--- config.mk ---
export PLATFORM = sky130hd
export DESIGN_NAME = lsu_flat
export DESIGN_NICKNAME = d
export VERILOG_FILES = /design/src/rtl/riscv_pkg.sv /design/src/rtl/lsu_if.sv /design/src/rtl/lsu_extend.sv /design/src/rtl/lsu.sv /design/src/flat_wrapper.sv
export SDC_FILE = /design/constraint.sdc
export NUM_CORES = 1
export LEC_CHECK = 0
export CORE_MARGIN = 4
export CORE_UTILIZATION = 44
export CTS_CLUSTER_SIZE = 25
export DETAILED_ROUTE_END_ITERATION = 10
export GPL_ROUTABILITY_DRIVEN = 0
export HOLD_SLACK_MARGIN = 0.08
export PLACE_DENSITY = 0.77
export SLEW_MARGIN = 25
export SYNTH_ARGS = -nofsm -noshare
export SYNTH_HDL_FRONTEND = slang
export SYNTH_SLANG_ARGS = --single-unit
--- constraint.sdc ---
create_clock -name clk -period 4 [get_ports clk]
set_input_delay 0.6 -clock clk [delete_from_list [all_inputs] [get_ports clk]]
set_output_delay 0.6 -clock clk [all_outputs]
set_load 0.005 [all_outputs]
--- src/rtl/riscv_pkg.sv ---
// Shared RISC-V encodings and the load/store unit state type.
// Pure declarations: no latency, no flow control.
// Used by lsu, lsu_extend and their bench.
package riscv_pkg;

    localparam logic [2:0] F3_B  = 3'b000;
    localparam logic [2:0] F3_H  = 3'b001;
    localparam logic [2:0] F3_W  = 3'b010;
    localparam logic [2:0] F3_BU = 3'b100;
    localparam logic [2:0] F3_HU = 3'b101;

    typedef enum logic [1:0] {IDLE, REQ, RESP, DONE} lsu_state_t;

    typedef enum logic [1:0] {SZ_B, SZ_H, SZ_W} lsu_size_t;

    // Unlisted encodings fall through to a full-word access.
    function automatic lsu_size_t f3_size(input logic [2:0] f3);
        case (f3)
            F3_B, F3_BU: return SZ_B;
            F3_H, F3_HU: return SZ_H;
            default:     return SZ_W;
        endcase
    endfunction

endpackage

--- src/rtl/lsu_if.sv ---
// Data-memory request/response bus between the LSU (master) and memory.
// Request held until valid & ready; read data returns on a later rvalid.
// No buffering: the interface carries wires only.
interface lsu_if;
    logic [31:0] busAdr;
    logic [31:0] busWdata;
    logic [3:0]  busBe;
    logic        busWe;
    logic        busValid;
    logic        busReady;
    logic [31:0] busRdata;
    logic        busRvalid;

    modport master (
        output busAdr, busWdata, busBe, busWe, busValid,
        input  busReady, busRdata, busRvalid
    );

    modport slave (
        input  busAdr, busWdata, busBe, busWe, busValid,
        output busReady, busRdata, busRvalid
    );
endinterface

--- src/rtl/lsu_extend.sv ---
// Load lane select plus sign/zero extension of a 32-bit bus word.
// Latency: purely combinational.
// Backpressure: none.
module lsu_extend
    import riscv_pkg::*;
(
    input  logic [31:0] busRdata,
    input  logic [1:0]  adr,
    input  logic [2:0]  funct3,
    output logic [31:0] result
);

    logic [7:0]  lane_b;
    logic [15:0] lane_h;

    always_comb begin
        lane_b = 8'(busRdata >> {adr, 3'b000});
        lane_h = adr[1] ? busRdata[31:16] : busRdata[15:0];
        case (funct3)
            F3_B:    result = {{24{lane_b[7]}}, lane_b};
            F3_BU:   result = {24'b0, lane_b};
            F3_H:    result = {{16{lane_h[15]}}, lane_h};
            F3_HU:   result = {16'b0, lane_h};
            default: result = busRdata;
        endcase
    end

endmodule

--- src/rtl/lsu.sv ---
// Load/store unit: turns one datapath access into a valid/ready bus transaction (LSU_MISALIGN_TRAP_EN traps misaligned h/w).
// Latency: store 3 cycles, load 4 cycles with zero-wait memory; each bus wait cycle adds one; aborts after TIMEOUT cycles.
// Backpressure: stalls the core while in flight; request held stable until busReady.
module lsu
    import riscv_pkg::*;
#(
    parameter int TIMEOUT = 255
) (
    input  logic        clk,
    input  logic        rst,
    input  logic        memRead,
    input  logic        memWrite,
    input  logic [2:0]  funct3,
    input  logic [31:0] dataAdr,
    input  logic [31:0] writeData,
    output logic [31:0] readData,
    output logic        stall,
    output logic        misaligned,
    output logic        busErr,
    lsu_if.master       bus
);

    localparam int CW = $clog2(TIMEOUT + 1);

    lsu_state_t  state, state_nxt;
    lsu_size_t   size;
    logic        access, mis, trapped, start, tmo, cnt_hit;
    logic [31:0] adr_al, ext, rdata_q, badr_q, wd_q;
    logic [1:0]  lo_q;
    logic [2:0]  f3_q;
    logic [3:0]  be_q;
    logic        we_q, err_q;
    logic [CW-1:0] cnt;

    assign access = memRead | memWrite;
    assign size   = f3_size(funct3);

`ifdef LSU_MISALIGN_TRAP_EN
    assign mis    = (size == SZ_H && dataAdr[0]) || (size == SZ_W && dataAdr[1:0] != 2'b00);
    assign adr_al = dataAdr;
`else
    // Without trapping, the low address bits are forced to natural alignment.
    assign mis    = 1'b0;
    assign adr_al = {dataAdr[31:2],
                     (size == SZ_W) ? 2'b00 : {dataAdr[1], (size == SZ_B) ? dataAdr[0] : 1'b0}};
`endif

    assign trapped    = (state == IDLE) && access && mis;
    assign start      = (state == IDLE) && access && !mis;
    assign misaligned = trapped;
    assign cnt_hit    = (cnt == CW'(TIMEOUT - 1));

    // A trapped load must see zero in the same cycle it is evaluated.
    assign readData = (trapped && !memWrite) ? 32'h0 : rdata_q;
    assign busErr   = err_q;

    assign bus.busAdr   = badr_q;
    assign bus.busWdata = wd_q;
    assign bus.busBe    = be_q;
    assign bus.busWe    = we_q;
    assign bus.busValid = (state == REQ);

    lsu_extend u_extend (
        .busRdata (bus.busRdata),
        .adr      (lo_q),
        .funct3   (f3_q),
        .result   (ext)
    );

    always_ff @(posedge clk or posedge rst) begin
        if (rst) state <= IDLE;
        else     state <= state_nxt;
    end

    always_comb begin
        state_nxt = state;
        tmo       = 1'b0;
        stall     = 1'b0;
        case (state)
            IDLE: begin
                stall = start;
                if (start) state_nxt = REQ;
            end
            REQ: begin
                stall = 1'b1;
                if (bus.busReady) begin
                    state_nxt = we_q ? DONE : RESP;
                end else if (cnt_hit) begin
                    tmo       = 1'b1;
                    state_nxt = DONE;
                end
            end
            RESP: begin
                stall = 1'b1;
                if (bus.busRvalid) begin
                    state_nxt = DONE;
                end else if (cnt_hit) begin
                    tmo       = 1'b1;
                    state_nxt = DONE;
                end
            end
            DONE:    state_nxt = IDLE;
            default: state_nxt = IDLE;
        endcase
    end

    always_ff @(posedge clk or posedge rst) begin
        if (rst) begin
            badr_q  <= '0;
            wd_q    <= '0;
            be_q    <= '0;
            we_q    <= 1'b0;
            lo_q    <= '0;
            f3_q    <= '0;
            rdata_q <= '0;
            err_q   <= 1'b0;
            cnt     <= '0;
        end else begin
            err_q <= tmo;
            if (state == REQ || state == RESP) cnt <= cnt + 1'b1;
            else                               cnt <= '0;

            if (start) begin
                badr_q <= {adr_al[31:2], 2'b00};
                lo_q   <= adr_al[1:0];
                f3_q   <= funct3;
                we_q   <= memWrite;
                case (size)
                    SZ_B: begin
                        be_q <= 4'b0001 << adr_al[1:0];
                        wd_q <= {4{writeData[7:0]}};
                    end
                    SZ_H: begin
                        be_q <= 4'b0011 << {adr_al[1], 1'b0};
                        wd_q <= {2{writeData[15:0]}};
                    end
                    default: begin
                        be_q <= 4'b1111;
                        wd_q <= writeData;
                    end
                endcase
            end

            if (state == RESP && bus.busRvalid) rdata_q <= ext;
            else if (tmo)                       rdata_q <= '0;
        end
    end

endmodule
--- src/flat_wrapper.sv ---
// flat-port wrapper written by rule: the top's interface ports become plain ports
module lsu_flat import riscv_pkg::*;
#(
    parameter int TIMEOUT = 255
)
  (clk, rst, memRead, memWrite, funct3, dataAdr, writeData, readData, stall, misaligned, busErr, bus_busAdr, bus_busWdata, bus_busBe, bus_busWe, bus_busValid, bus_busReady, bus_busRdata, bus_busRvalid);
  lsu_if bus_i ();
  input  logic clk;
  input  logic rst;
  input  logic memRead;
  input  logic memWrite;
  input  logic [2:0] funct3;
  input  logic [31:0] dataAdr;
  input  logic [31:0] writeData;
  output logic [31:0] readData;
  output logic stall;
  output logic misaligned;
  output logic busErr;
  output wire logic [$bits(bus_i.busAdr)-1:0] bus_busAdr;
  output wire logic [$bits(bus_i.busWdata)-1:0] bus_busWdata;
  output wire logic [$bits(bus_i.busBe)-1:0] bus_busBe;
  output wire logic [$bits(bus_i.busWe)-1:0] bus_busWe;
  output wire logic [$bits(bus_i.busValid)-1:0] bus_busValid;
  input wire logic [$bits(bus_i.busReady)-1:0] bus_busReady;
  input wire logic [$bits(bus_i.busRdata)-1:0] bus_busRdata;
  input wire logic [$bits(bus_i.busRvalid)-1:0] bus_busRvalid;
  assign bus_busAdr = bus_i.busAdr;
  assign bus_busWdata = bus_i.busWdata;
  assign bus_busBe = bus_i.busBe;
  assign bus_busWe = bus_i.busWe;
  assign bus_busValid = bus_i.busValid;
  assign bus_i.busReady = bus_busReady;
  assign bus_i.busRdata = bus_busRdata;
  assign bus_i.busRvalid = bus_busRvalid;
  lsu #(.TIMEOUT(TIMEOUT)) u_core (.clk(clk), .rst(rst), .memRead(memRead), .memWrite(memWrite), .funct3(funct3), .dataAdr(dataAdr), .writeData(writeData), .readData(readData), .stall(stall), .misaligned(misaligned), .busErr(busErr), .bus(bus_i));
endmodule
Yosys cells after proc, flatten, opt, wreduce, memory -nomap -nowiden
Index checks and enable logic that the tools add are counted.
{"block": "totals", "regBits": 115, "output_inout_bits": 105}
{"block": "op_classes", "bitwise": 1, "shift": 3, "reduce_logical": 11, "n_mux": 21, "n_addsub": 1, "n_eq_ne": 13}
{"operator": "case mux 32 bit (4 select lines)", "n": 1}
{"operator": "two-way mux 32 bit", "n": 2}
{"operator": "case mux 32 bit (2 select lines)", "n": 1}
{"operator": ">> shifter 32 x 5 -> 8 bit", "n": 1}
{"operator": "two-way mux 16 bit", "n": 1}
{"operator": "equality test 3 bit, second input constant", "n": 4}
{"operator": "two-way mux 2 bit", "n": 5}
{"operator": "adder 8 x 1 -> 8 bit, second input constant", "n": 1}
{"operator": "equality test 8 bit, second input constant", "n": 1}
{"operator": "two-way mux 8 bit", "n": 1}
{"operator": "case mux 2 bit (4 select lines)", "n": 1}
{"operator": "case mux 4 bit (2 select lines)", "n": 1}
{"operator": "equality test 2 bit, second input constant", "n": 3}
{"operator": "equality test 3 x 1 -> 1 bit, second input constant", "n": 2}
{"operator": "zero test 3 bit", "n": 2}
{"operator": "OR reduction 2 bit", "n": 3}
{"operator": "two-way mux 1 bit", "n": 5}
{"operator": "equality test 2 x 1 -> 1 bit, second input constant", "n": 2}
{"operator": "zero test 2 bit", "n": 2}
{"operator": "case mux 1 bit (2 select lines)", "n": 2}
{"operator": "case mux 2 bit (2 select lines)", "n": 1}
{"operator": "left shift 1 x 2 -> 4 bit, first input constant", "n": 1}
{"operator": "left shift 2 x 2 -> 4 bit, first input constant", "n": 1}
{"operator": "logical AND 1 bit", "n": 2}
{"operator": "other kinds (4)", "n": 4}

Logic depth before layout (Yosys ltp)
Gate-level depths: netlist of the first run.
{"block": "depth", "ltp_word": 8, "depth_mapped": 7}

Modules after synthesis
From an unflattened synthesis of the first run, not the netlist that was laid out.
{"block": "hier_totals", "cells_unflattened": 550, "area_unflattened_um2": 5662.9}
{"module": "lsu", "cells_per_inst": 441, "seq_area_each_um2": 2877.8, "area_each_um2": 5034.8, "n_inst": 1}
{"module": "lsu_extend", "cells_per_inst": 109, "seq_area_each_um2": 0.0, "area_each_um2": 628.1, "n_inst": 1}

Least setup slack after synthesis of the first run
OpenSTA, ideal clock, no wires.
{"block": "synth_path", "kind": "input to output", "start": "in memWrite", "end": "out stall", "t_arrival_ns": 1.491, "slack_ns": 1.909, "path_buffers": 2, "cell_stages": 4, "path_cell_list": "o21ai_0 -> buf_2 -> buf_1 -> a21oi_1"}
{"block": "synth_between", "elab_chain_len": 3}
{"element": "start, declared", "line_no": "flat_wrapper.sv:11", "text": "input logic memWrite;"}
{"element": "OR 1 bit", "line_no": "lsu.sv:35", "text": "assign access = memRead | memWrite;"}
{"element": "logical AND 1 bit"}
{"element": "case mux 1 bit (2 select lines)", "line_no": "lsu.sv:79", "text": "case (state)"}
{"element": "end, declared", "line_no": "flat_wrapper.sv:16", "text": "output logic stall;"}
No other way between the ends.

Worst setup path after layout of the first run
{"block": "layout_path", "start": "reg u_core.state[0]", "end": "out stall"}
{"block": "layout_between", "elab_chain_len": 3, "word_cells_on_any_way": 6, "classes_between": "eq/ne: 2; mux: 1; reduce/logical: 3"}
{"element": "start, declared", "line_no": "lsu.sv:25", "text": "lsu_state_t state, state_nxt;"}
{"element": "start signal, assigned", "line_no": "lsu.sv:72", "text": "else state <= state_nxt;"}
{"element": "equality test 2 x 1 -> 1 bit (tied with other cells)", "line_no": "lsu.sv:79"}
{"element": "OR reduction 2 bit (no source line) or logical AND 1 bit (tied branches)"}
{"element": "case mux 1 bit (2 select lines) *", "line_no": "lsu.sv:79"}
Every way passes the cells marked *; elsewhere a longest branch is shown, timed or not.

==> results of run 1 <==
-- cell usage in the layout, fill, tap and decap left out, types with 3 or more instances in the layout --
cell	netlist	routed
sky130_fd_sc_hd__a21oi_1	20	20
sky130_fd_sc_hd__a221o_1	21	21
sky130_fd_sc_hd__a22o_1	4	4
sky130_fd_sc_hd__a32o_1	4	4
sky130_fd_sc_hd__clkbuf_1	17	5
sky130_fd_sc_hd__clkbuf_16	0	17
sky130_fd_sc_hd__clkbuf_8	0	7
sky130_fd_sc_hd__clkdlybuf4s50_1	0	206
sky130_fd_sc_hd__conb_1	1	3
sky130_fd_sc_hd__dfrtp_1	115	114
sky130_fd_sc_hd__ha_1	6	6
sky130_fd_sc_hd__inv_1	17	16
sky130_fd_sc_hd__mux2_2	41	41
sky130_fd_sc_hd__mux2i_1	28	28
sky130_fd_sc_hd__mux4_2	5	5
sky130_fd_sc_hd__nand2_1	42	42
sky130_fd_sc_hd__nand2b_1	13	13
sky130_fd_sc_hd__nand3_1	6	6
sky130_fd_sc_hd__nor2_1	26	26
sky130_fd_sc_hd__o21ai_0	42	41
sky130_fd_sc_hd__o22ai_1	9	9
sky130_fd_sc_hd__o2bb2ai_1	12	12
sky130_fd_sc_hd__or3_1	6	6
sky130_fd_sc_hd__xor2_1	3	3
-- how the worst max path moves through the flow --
stage,startpoint,to
final,u_core.state[0],stall
after global routing,u_core.state[1],stall
after CTS,u_core.state[1],stall
after detailed placement,memWrite,u_core.bus.busAdr[13]
after global placement,memWrite,u_core.bus.busAdr[6]
after floorplan,rst,u_core.bus.busAdr[10]
-- worst max-delay path: stages (launching register included) --
cell and delay, ns:
sky130_fd_sc_hd__dfrtp_1 0.40, sky130_fd_sc_hd__inv_1 0.12, sky130_fd_sc_hd__ha_1 0.27, sky130_fd_sc_hd__o21ai_4 0.09, sky130_fd_sc_hd__a21oi_1 0.14, sky130_fd_sc_hd__clkdlybuf4s50_1 0.52
-- per-layer routing --
metal | GRT usage, % | part of all wire, % | vias to the layer above
li1 | - | - | 2126
met1 | 27.3 | 41 | 2278
met2 | 35.7 | 50 | 167
met3 | 6.65 | 6.9 | 26
met4 | 9.16 | 2.4 | 0
met5 | 0 | 0 | -
-- final cells by class --
cell class,instances,area (um2),area share [%]
Clock buffer,29,541,6.60
Clock inverter,3,40.0,0.489
Tap cell,168,210,2.57
Multi-Input combinational cell,314,2340,28.6
Inverter,18,70.1,0.856
Timing Repair Buffer,210,2110,25.8
Sequential cell,115,2880,35.2
-- where the power goes --
| part | internal (mW) | leakage, nW | total, mW | switching (mW) |
|---|---|---|---|---|
| combinational | 1.53 | 1.74 | 2.44 | 0.912 |
| clock | 0.968 | 0.288 | 1.46 | 0.492 |
| sequential | 1.69 | 1.42 | 2.13 | 0.432 |
| total | 4.19 | 3.45 | 6.03 | 1.84 |
-- per-stage QoR --
step	total power, mW	util [%]
3_3_place_gp	4.50	63.0
3_5_place_dp	4.59	63.0
5_1_grt	6.41	67.9
4_1_cts	6.09	67.8
2_1_floorplan	3.20	-
6_report	6.03	67.9
-- registers in the layout (all words and copies together) (netlist names) --
signal and flops:
u_core.lo_q 2, u_core.bus.busBe 4, u_core.f3_q 3, u_core.bus.busWdata 32
u_core.cnt 8, u_core.busErr 1, u_core.bus.busWe 1, u_core.state 2
u_core.readData 32, u_core.bus.busAdr 30
-- logic make-up (layout without fill, tap and decap cells) --
family | count (synthesis) | count (layout) | synth area share [%]
flip-flops | 115 | 115 | 52.8
AND/OR/NAND/NOR | 104 | 104 | 8.74
other | 1 | 3 | 0.0688
adder cells (fa/ha/maj) | 6 | 6 | 1.38
AO/OA/AOI/OAI | 123 | 123 | 16.0
XOR/XNOR | 4 | 4 | 0.643
buffers and inverters | 56 | 260 | 4.70
multiplexers | 74 | 74 | 15.7
==> results.txt, run 1 <==
status - finished, final reports clean
Max Root-Sink Buffers - 2
Max Freq - 0.392 GHz
final total negative setup slack - 0 ns
I/O pin count - 210
clock sinks - 115
tightest hold margin - 0.480 ns
number of flops mapped to enable cells by yosys - 0
main area contributors after synthesis - sky130_fd_sc_hd__dfrtp_1, sky130_fd_sc_hd__mux2_2, sky130_fd_sc_hd__mux2i_1
hold buffer count at cts - 0
number of clock buffers inserted by TritonCTS - 17
top post-synthesis cells by count - sky130_fd_sc_hd__dfrtp_1, sky130_fd_sc_hd__nand2_1, sky130_fd_sc_hd__o21ai_0
leakage power - 3.45 nW
register area share after synthesis - 52.8%
FILL cells - 959
Area Overhead vs Synth - 50.1%
wire length of the first global-routing pass - 24.8 mm
Arrival @ worst endpoint - 1.95 ns
largest fanout on the critical path - 4
H-tree Lvls - 4
area fraction of the dominant cell type after synthesis - 52.8%
number of vias per cell - 5.36
worst setup path category - register to output pin
remaining number of nets flagged by the antenna check after routing - 0
R2R cell count - 6
slack of the critical path - 1.45 ns
synth warn - 0
Worst R2R Setup Slack - 1.75 ns
Die Width - 119 um
port buffer count - 206
placed cell count - 825
number of gates resized after CTS - 0
final setup violating endpoints - 0
number of synthesized register bits - 115
Min-Delay Path Class - register to register
power density over the cells - 736 nW/um2
Tmin final - 2.55 ns
count of final hold-check violations - 0
# Max-Cap Violations - 0
first-pass iteration count of the detailed router - 4
CP startpoint kind - register
fraction of registers with async set or reset after synthesis - 100%
buffer type at the clock tree root - sky130_fd_sc_hd__clkbuf_16
dominant cell type by area after synthesis - sky130_fd_sc_hd__dfrtp_1
Top FF cell, synth - sky130_fd_sc_hd__dfrtp_1
total vias in the final route - 4597
post-route clock skew - 0.00595 ns
die footprint - 14200 um2
DP Wirelength - 11.0 mm
leftover overflow at the end of global routing - 0
share of the cycle needed by the critical path after routing - 63.8%
slew at the pin closest to its max-slew limit - 0.865 ns
standard cell area after detailed placement - 7600 um2
vertical die dimension - 119 um
drc violations - 0
diode insertion count for antenna repair - 0
worst reg2reg endpoint - u_core.readData[26]
vias in the first global route - 4733
total core area - 12100 um2
sort of element at the end of the critical path - output pin
violation count after the first detailed-route iteration - 390
overall global routing resource usage - 22.0%
worst slack at placement - 1.37 ns
count of final max-slew check failures - 0
Initial Utilization - 45.2%
Distinct cells, synth - 45
number of standard cells in the final layout excluding fillers - 857
Endpoint, Worst Hold - u_core.bus.busBe[1]
highest ir drop seen on vdd - 0.360 mV
RSZ-0062 raised after global routing - false
pin count of the biggest net entering global routing - 103
share of cells above drive strength 1 - 12.8%
final layout net count - 787
clock latency reported for the late side of the worst-skew pair - 0.41 ns
final WL - 15.4 mm
Data required, critical path - 3.40 ns
post-CTS clock slew at the launch and capture registers of the worst setup and hold paths - 0.05 ns
per-instance average area after synthesis - 11.3 um2
post-synthesis cell area - 5450 um2
hold depth - 2
hold wc startpoint - u_core.bus.busBe[1]
count of mapped cells out of synthesis - 483
most frequent cell after synthesis - sky130_fd_sc_hd__dfrtp_1
Post-CTS Setup Bufs - 0
Row Count - 40
relative max-transition margin - 42.3%
Non-Filler Cell Area, Final - 8190 um2
average wire per standard cell - 17.9 um
TritonCTS clock tree - yes
antenna violations before repair - 0
reg-to-reg critical path startpoint - u_core.state[0]
No activity file was read; power rests on OpenSTA's default activity.
==> inputs of run 2 (changes only) <==
clock period = 2.4 ns   (was 4 ns; I/O delays follow)
==> results.txt, run 2 (synthesized netlist as in run 1, its figures left out) <==
status - finished, final reports clean (unchanged)
antenna violations before repair - 0 (unchanged)
TritonCTS clock tree - yes (unchanged)
Area Overhead vs Synth - 51.3% (was 50.1%)
worst setup path category - register to output pin (unchanged)
buffer type at the clock tree root - sky130_fd_sc_hd__clkbuf_16 (unchanged)
sort of element at the end of the critical path - output pin (unchanged)
port buffer count - 206 (unchanged)
final total negative setup slack - 0 ns (unchanged)
Tmin final - 2.31 ns
Max Freq - 0.433 GHz
remaining number of nets flagged by the antenna check after routing - 0 (unchanged)
most frequent cells in the layout - sky130_fd_sc_hd__clkdlybuf4s50_1, sky130_fd_sc_hd__dfrtp_1, sky130_fd_sc_hd__nand2_1 (unchanged)
power density over the cells - 1210 nW/um2 (was 736 nW/um2)
number of vias per cell - 5.34 (was 5.36)
most common library cell in the layout ignoring fill and taps - sky130_fd_sc_hd__clkdlybuf4s50_1 (unchanged)
Min-Delay Path Class - input pin to async pin (was register to register)
count of final hold-check violations - 0 (unchanged)
die footprint - 14200 um2 (unchanged)
Data required, critical path - 2.04 ns (was 3.40 ns)
clock latency reported for the late side of the worst-skew pair - 0.41 ns (about the same)
final WL - 15.4 mm (about the same)
share of total power in the clock network - 23.1% (was 24.2%)
DP Wirelength - 11.2 mm (was 11.0 mm)
slack of the critical path - 0.0889 ns (was 1.45 ns)
power dissipated by switching net loads - 3.09 mW (was 1.84 mW)
hold buffer count at cts - 0 (unchanged)
final layout net count - 797 (was 787)
total core area - 12100 um2 (unchanged)
CP startpoint kind - register (unchanged)
FILL cells - 921 (was 959)
post-route clock skew - 0.00572 ns (was 0.00595 ns)
wire length of the first global-routing pass - 24.9 mm (was 24.8 mm)
Initial Utilization - 45.2% (unchanged)
relative max-transition margin - 53.9% (was 42.3%)
H-tree Lvls - 4 (unchanged)
leftover overflow at the end of global routing - 0 (unchanged)
share of the cycle needed by the critical path after routing - 96.3%
count of final max-slew check failures - 0 (unchanged)
I/O pin count - 210 (unchanged)
worst slack at placement - -0.00165 ns (was 1.37 ns)
tightest hold margin - 0.381 ns (was 0.480 ns)
average wire per standard cell - 17.8 um (was 17.9 um)
relative contribution of combinational cells to total power - 42.6% (was 40.5%)
highest ir drop seen on vdd - 0.645 mV (was 0.360 mV)
Die Width - 119 um (unchanged)
Row Count - 40 (unchanged)
vertical die dimension - 119 um (unchanged)
number of clock buffers inserted by TritonCTS - 17 (unchanged)
share of cells above drive strength 1 - 14.1% (was 12.8%)
violation count after the first detailed-route iteration - 371 (was 390)
register share of total power - 34.3% (was 35.3%)
Max Root-Sink Buffers - 2 (unchanged)
RSZ-0062 raised after global routing - false (unchanged)
diode insertion count for antenna repair - 0 (unchanged)
clock sinks - 115 (unchanged)
post-CTS clock slew at the launch and capture registers of the worst setup and hold paths - 0.05 ns (about the same)
internal power summed over all cells - 6.92 mW (was 4.19 mW)
Pwr Total - 10.0 mW (was 6.03 mW)
vias in the first global route - 4842 (was 4733)
total vias in the final route - 4619 (was 4597)
pin count of the biggest net entering global routing - 103 (unchanged)
leakage power - 3.48 nW (was 3.45 nW)
drc violations - 0 (unchanged)
Util after Layout - 68.4% (was 67.9%)
Arrival @ worst endpoint - 1.95 ns (about the same)
first-pass iteration count of the detailed router - 7 (was 4)
slew at the pin closest to its max-slew limit - 0.692 ns (was 0.865 ns)
final setup violating endpoints - 0 (unchanged)
largest fanout on the critical path - 10 (was 4)
# Max-Cap Violations - 0 (unchanged)
overall global routing resource usage - 22.2% (was 22.0%)
switching part of the total - 30.8% (was 30.5%)
[run 2: cell count changes in the layout (fill, tap and decap cells not counted), moves of 2 or more]
cell	previous run	this run
sky130_fd_sc_hd__clkbuf_8	7	3
sky130_fd_sc_hd__buf_12	1	3
sky130_fd_sc_hd__clkinv_2	2	5
sky130_fd_sc_hd__buf_4	2	11
[run 2: timing repair]
item,4_1_cts,5_1_grt
setup endpoints to repair,1,10
buffers inserted,0,1
resized for setup,1,2
pin swaps,0,0
[run 2: power by group through the flow]
stage / Combinational [mW] / Clock, mW / Sequential (mW)
final: 4.27 / 2.31 / 3.43
after global routing: 4.64 / 2.45 / 3.56
after CTS: 4.30 / 2.35 / 3.43
after detailed placement: 4.26 / 0 / 3.45
after global placement: 4.17 / 0 / 3.40
after floorplan: 1.97 / 0 / 3.36
[run 2: critical path, cell delays in order (launching register included)]
cell and delay (ns):
sky130_fd_sc_hd__dfrtp_1 0.37, sky130_fd_sc_hd__inv_1 0.10, sky130_fd_sc_hd__ha_2 0.33, sky130_fd_sc_hd__inv_2 0.09, sky130_fd_sc_hd__a21oi_2 0.13, sky130_fd_sc_hd__clkdlybuf4s50_1 0.51
[run 2: path summary, 6_finish.rpt]
kind,start,to,slack [ns],cells after the start
setup / recovery,u_core.state[1],stall,0.09,5
hold / removal,rst,u_core.readData[2],0.38,2
setup reg to reg,u_core.state[1],u_core.readData[12],0.33,7
hold reg to reg,u_core.bus.busWdata[29],u_core.bus.busWdata[29],0.47,2
max in group asynchronous,rst,u_core.bus.busBe[2],1.39,3
min in group clk,u_core.bus.busWdata[29],u_core.bus.busWdata[29],0.47,2
[run 2: cell type report]
class	instances	area [um2]	share of cell area (%)
Multi-Input combinational cell	314	2350	28.5
Tap cell	168	210	2.55
Sequential cell	115	2880	34.9
Clock buffer	24	482	5.84
Inverter	18	71.3	0.865
Clock inverter	6	55.1	0.667
Timing Repair Buffer	220	2200	26.7
[run 2: layer usage]
| metal | up-vias | part of all wire (%) | GRT usage (%) |
|---|---|---|---|
| li1 | 2144 | - | - |
| met1 | 2221 | 40 | 27.0 |
| met2 | 219 | 48 | 35.5 |
| met3 | 35 | 8.9 | 7.88 |
| met4 | 0 | 2.7 | 9.88 |
| met5 | - | 0 | 0 |
[run 2: through the flow]
| step | instance area, um2 | std cells |
|---|---|---|
| floorplan | 5460 | 485 |
| global placement | 7690 | 834 |
| detailed placement | 7690 | 834 |
| CTS | 8230 | 864 |
| global route | 8250 | 865 |
| finish | 8250 | 865 |
